**src/rtl/muldiv_sched.sv**
```systemverilog
// Sequencer for the multi-cycle multiplier/divider: launches one HI/LO operation,
// waits for the unit's done flag, commits HI/LO and reports divide-by-zero/timeout.
module muldiv_sched #(
    parameter int TIMEOUT = 40,
    parameter int CNT_W   = 6
) (
    input  logic        clk,
    input  logic        reset,
    input  logic        req,
    input  logic [1:0]  op,
    output logic        busy,
    output logic        ack,
    output logic [31:0] rd_data,
    output logic [31:0] hi_out,
    output logic [31:0] lo_out,
    output logic        div_start,
    input  logic        div_done,
    input  logic        div_zero,
    input  logic [31:0] div_hi,
    input  logic [31:0] div_lo,
    output logic        mult_start,
    input  logic        mult_done,
    input  logic [31:0] mult_hi,
    input  logic [31:0] mult_lo,
    output logic        div_zero_exc,
    output logic        timeout
);

    typedef enum logic [2:0] {
        S_IDLE, S_WAIT_DIV, S_WAIT_MULT, S_DONE, S_EXC
    } state_t;

    localparam logic [1:0]       OP_MULT   = 2'b00;
    localparam logic [1:0]       OP_DIV    = 2'b01;
    localparam logic [1:0]       OP_MFHI   = 2'b10;
    localparam logic [1:0]       OP_MFLO   = 2'b11;
    localparam logic [CNT_W-1:0] CNT_MAX   = '1;
    localparam logic [CNT_W-1:0] CNT_ARM   = CNT_W'(2);
    localparam logic [CNT_W-1:0] CNT_LIMIT = CNT_W'(TIMEOUT);

    state_t            state_q, state_d;
    logic [CNT_W-1:0]  cnt_q, cnt_d;
    logic              busy_q, busy_d;
    logic              ack_q, ack_d;
    logic [31:0]       rd_data_q, rd_data_d;
    logic [31:0]       hi_q, hi_d;
    logic [31:0]       lo_q, lo_d;
    logic              div_start_q, div_start_d;
    logic              mult_start_q, mult_start_d;
    logic              div_zero_exc_q, div_zero_exc_d;
    logic              timeout_q, timeout_d;

    logic              in_div;
    logic              armed;
    logic              unit_done;
    logic              unit_zero;
    logic [31:0]       unit_hi;
    logic [31:0]       unit_lo;

    // The done flags of the previous operation may still be high, so they are masked until cnt reaches 2.
    assign in_div    = (state_q == S_WAIT_DIV);
    assign armed     = (cnt_q >= CNT_ARM);
    assign unit_done = armed && (in_div ? div_done : mult_done);
    assign unit_zero = armed && in_div && div_zero;
    assign unit_hi   = in_div ? div_hi : mult_hi;
    assign unit_lo   = in_div ? div_lo : mult_lo;

    always_comb begin
        // NOTE: every *_d gets a default before the case so no path leaves one unassigned (no latches).
        state_d        = state_q;
        cnt_d          = cnt_q;
        busy_d         = busy_q;
        rd_data_d      = rd_data_q;
        hi_d           = hi_q;
        lo_d           = lo_q;
        div_start_d    = div_start_q;
        mult_start_d   = mult_start_q;
        ack_d          = 1'b0;
        div_zero_exc_d = 1'b0;
        timeout_d      = 1'b0;

        unique case (state_q)
            S_IDLE: begin
                busy_d       = 1'b0;
                div_start_d  = 1'b0;
                mult_start_d = 1'b0;
                if (req) begin
                    unique case (op)
                        OP_MFHI: begin
                            rd_data_d = hi_q;
                            ack_d     = 1'b1;
                        end
                        OP_MFLO: begin
                            rd_data_d = lo_q;
                            ack_d     = 1'b1;
                        end
                        OP_DIV: begin
                            state_d     = S_WAIT_DIV;
                            div_start_d = 1'b1;
                            busy_d      = 1'b1;
                            cnt_d       = '0;
                        end
                        OP_MULT: begin
                            state_d      = S_WAIT_MULT;
                            mult_start_d = 1'b1;
                            busy_d       = 1'b1;
                            cnt_d        = '0;
                        end
                        default: ;
                    endcase
                end
            end

            S_WAIT_DIV, S_WAIT_MULT: begin
                cnt_d = (cnt_q == CNT_MAX) ? cnt_q : cnt_q + 1'b1;
                // Priority: divide-by-zero, then done, then timeout.
                if (unit_zero) begin
                    state_d        = S_EXC;
                    div_zero_exc_d = 1'b1;
                end else if (unit_done) begin
                    state_d = S_DONE;
                    hi_d    = unit_hi;
                    lo_d    = unit_lo;
                end else if (cnt_q >= CNT_LIMIT) begin
                    state_d   = S_EXC;
                    timeout_d = 1'b1;
                end
                if (state_d != state_q) begin
                    ack_d        = 1'b1;
                    busy_d       = 1'b0;
                    div_start_d  = 1'b0;
                    mult_start_d = 1'b0;
                end
            end

            S_DONE, S_EXC: begin
                state_d = S_IDLE;
            end

            default: begin
                state_d = S_IDLE;
            end
        endcase
    end

    always_ff @(posedge clk or negedge reset) begin
        if (!reset) begin
            state_q        <= S_IDLE;
            cnt_q          <= '0;
            busy_q         <= 1'b0;
            ack_q          <= 1'b0;
            rd_data_q      <= '0;
            hi_q           <= '0;
            lo_q           <= '0;
            div_start_q    <= 1'b0;
            mult_start_q   <= 1'b0;
            div_zero_exc_q <= 1'b0;
            timeout_q      <= 1'b0;
        end else begin
            // NOTE: non-blocking assignments so every flop samples the pre-edge values of the others.
            state_q        <= state_d;
            cnt_q          <= cnt_d;
            busy_q         <= busy_d;
            ack_q          <= ack_d;
            rd_data_q      <= rd_data_d;
            hi_q           <= hi_d;
            lo_q           <= lo_d;
            div_start_q    <= div_start_d;
            mult_start_q   <= mult_start_d;
            div_zero_exc_q <= div_zero_exc_d;
            timeout_q      <= timeout_d;
        end
    end

    assign busy         = busy_q;
    assign ack          = ack_q;
    assign rd_data      = rd_data_q;
    assign hi_out       = hi_q;
    assign lo_out       = lo_q;
    assign div_start    = div_start_q;
    assign mult_start   = mult_start_q;
    assign div_zero_exc = div_zero_exc_q;
    assign timeout      = timeout_q;

endmodule

```
**config.mk**
```make
export PLATFORM = sky130hd
export DESIGN_NAME = muldiv_sched
export DESIGN_NICKNAME = d
export VERILOG_FILES = /design/src/rtl/muldiv_sched.sv
export SDC_FILE = /design/constraint.sdc
export NUM_CORES = 1
export LEC_CHECK = 0
export ABC_CLOCK_PERIOD_IN_PS = 2900
export BUFFER_PORTS_ARGS = -buffer_cell sky130_fd_sc_hd__buf_2
export CAP_MARGIN = 40
export CORE_MARGIN = 1.5
export CORE_UTILIZATION = 40
export DETAILED_ROUTE_END_ITERATION = 6
export GPL_TIMING_DRIVEN = 0
export PLACE_DENSITY = 0.69
export SETUP_SLACK_MARGIN = 0.4
export SYNTH_ARGS = -nofsm -noshare
export SYNTH_HDL_FRONTEND = slang
export SYNTH_SLANG_ARGS = --single-unit
```
**constraint.sdc**
```tcl
create_clock -name clk -period 2.9 [get_ports clk]
set_input_delay 0.58 -clock clk [delete_from_list [all_inputs] [get_ports clk]]
set_output_delay 0.58 -clock clk [all_outputs]
set_load 0.005 [all_outputs]
```
==> metrics.txt <==
outcome finished clean; RSZ-0062 raised after global routing no; Seq cells post-synth 111; pre-CTS setup slack -35.11 ps; Synth Area in Compound Gates 0.06157; CTS buffer count 9; syn_nets 566; P_leak 3.642 nW; worst-path cell chain clkbuf_1 -> nor3b_4 -> buf_4 -> clkbuf_1 -> mux2_2 -> mux2_1; ranking of synthesized cells by area dfrtp_1 (52%), mux2_2 (15%), mux2_1 (12%); initial core utilization 0.4083; slowest stage delay, CP 520 ps; pwr dens 942.5 nW/µm²; Vias/cell 5.037; Antenna Nets Post-Route 0; Synth Area in Simple Gates 0.05112; most common cell in the netlist dfrtp_1; Worst Setup Start Kind register; die area 14170 µm²; I/O Pins 238; Worst-Margin Slew 867.2 ps; GRT overflow 0; post-route setup TNS 0 ps; max_cap viols 0; clk sinks 111; setup violators final 0; CP max-delay cell clkbuf_1; worst hold path class input port to async pin; largest net degree at the start of global routing 59; Initial DRC Count 170; H-tree levels 3; Core Area 13190 µm²; IO buf count 237; Fin. Hold Viols 0; Die Height 119.0 µm; DR WL/cell 16.57 µm; Crit path top cell by count clkbuf_1; Critical Path Fanout Max 10; first-pass GRT wire length 22.65 mm; Synth top area share 0.5158; Final period util 0.8147; yosys warns 0; metal2 WL 7.106 mm; Syn-to-layout area delta 32.60%; worst setup skew after layout 5.939 ps; vias post-DR 4342; Worst-Skew Late Latency 340 ps; Synth Cell Area 5385 µm²; worst endpoint required time 3130 ps; sequential area share after synthesis 0.5158; post-synthesis adder-cell area fraction 0.004647; gr usage total 0.2052; final WL 14.29 mm; FF-to-FF path depth 6; cells after synthesis 428; DRC 0; fmax 423.2 MHz; Layout Nets 819; M1 wire length 6.123 mm; n_diodes 0; ys async rst share 1.000; main combinational cell family by area after synthesis multiplexers; CTS tree yes; Root Driver clkbuf_16; Commonest cells post-synth dfrtp_1 (111), mux2_2 (72), mux2_1 (58), o21ai_0 (38), nand2_1 (37); Final WS setup 537.3 ps; Max VDD drop 0.5287 mV; syn_area_per_cell 12.58 µm²; fill count 1156; drt pass-1 iters 4; final core occ 0.5414; fin. max-slew vios 0; antenna violations before repair 0; WP data arrival 2590 ps; Synth cell types 38; share of layout cells above drive strength 1 0.4985; uppermost routed layer met4; clk buf depth 2; die width 119.0 µm; cell family with most CP delay buffers and inverters; Placement Rows 42; clock-pin slew on the worst setup and hold paths 70 ps; vias in the first global route 4412; XOR/XNOR Fraction of Synth Area 0.006506; Final Critical Period 2363 ps; top cell type by total area after synthesis dfrtp_1; gpl congestion 0.8614; top_reg_cell synth dfrtp_1; CP bufs+invs 3; number of synthesized flops with an enable pin 0; dpl hpwl 10.59 mm; CP Capture Type register; critical path class register to register; DR WL met3 836 µm; Worst path depth 6; Slew Limit Headroom 0.4218; mux share of post-synthesis cell area 0.3369
-- path summary, 6_finish.rpt --
path | startpoint | end | slack, ps
max | state_q[2] | hi_out[1] | 540
max reg2reg | state_q[2] | hi_out[1] | 540
min in group clk | op[0] | mult_start | 470
min reg2reg | rd_data[17] | rd_data[17] | 480
max in group asynchronous | reset | rd_data[13] | 1910
min | reset | state_q[0] | 280
-- layout make-up --
class | instances | area [µm²] | area share
sequential | 111 | 2778 | 0.3890
tap | 176 | 220.2 | 0.03084
buffer | 27 | 116.4 | 0.01630
multi-input combinational | 286 | 2487 | 0.3483
inverter | 4 | 15.01 | 0.002103
clock inverter | 3 | 17.52 | 0.002453
timing repair buffer | 242 | 1246 | 0.1745
clock buffer | 13 | 260.3 | 0.03645
-- power by group --
group	switching [mW]	total [mW]	internal, mW
Sequential	0.484	2.75	2.27
Clock	0.535	1.16	0.628
Combinational	1.33	2.81	1.48
-- kinds of logic after synthesis --
family	after synthesis
multiplexers	165
flip-flops	111
AND/OR/NAND/NOR	58
AO/OA/AOI/OAI	57
buffers and inverters	31
XOR/XNOR	4
adder cells (fa/ha/maj)	2
-- metal layers --
layer,vias up,GRT usage
met2,152,0.3472
met1,2133,0.2629
met3,16,0.04071
met5,-,0
li1,2041,-
met4,0,0.06928
-- cells in the final DEF (no fill, tap or decap), types with 2 or more instances in the layout --
cell       Yosys  routed
clkbuf_1      15      16
o21ai_0       38      38
ha_1           2       2
o2bb2ai_1      3       3
nand3_1        3       3
nor2_1         5       5
nand2_1       37      37
buf_2          8     244
mux2_1        58      58
clkinv_2       0       2
buf_4          0       6
clkbuf_8       0       2
clkbuf_16      0       9
mux2i_1       35      35
inv_1          4       4
nor4_1         2       2
dfrtp_1      111     111
a21oi_1        4       4
and3_1         2       2
xnor2_1        3       3
mux2_2        72      72
buf_1          4       3
a22oi_1        2       2
a21o_1         2       2
-- what timing repair did --
item / in CTS / in global routing
hold buffers: 0 / 0
gates resized for setup: 4 / 0
pin swaps: 1 / 1
setup endpoints to repair: 67 / 60
setup buffers: 2 / 2
-- metrics by stage --
step / area [µm²] / hold slack (ps) / instances / power, mW
6_report: 7141 / 277.7 / 862 / 6.730
5_1_grt: 7141 / 336.5 / 862 / 7.249
2_1_floorplan: 5385 / 284.4 / 428 / 4.294
3_3_place_gp: 6792 / 457.7 / 841 / 5.495
4_1_cts: 7126 / 299.2 / 860 / 6.808
3_5_place_dp: 6822 / 465.8 / 842 / 5.599
-- state kept, by name (all words and copies together) (netlist names) --
name	flops
busy	1
state_q	3
rd_data	32
hi_out	32
div_zero_exc	1
div_start	1
timeout	1
ack	1
lo_out	32
cnt_q	6
mult_start	1
Power figures use the tool's default switching activity.
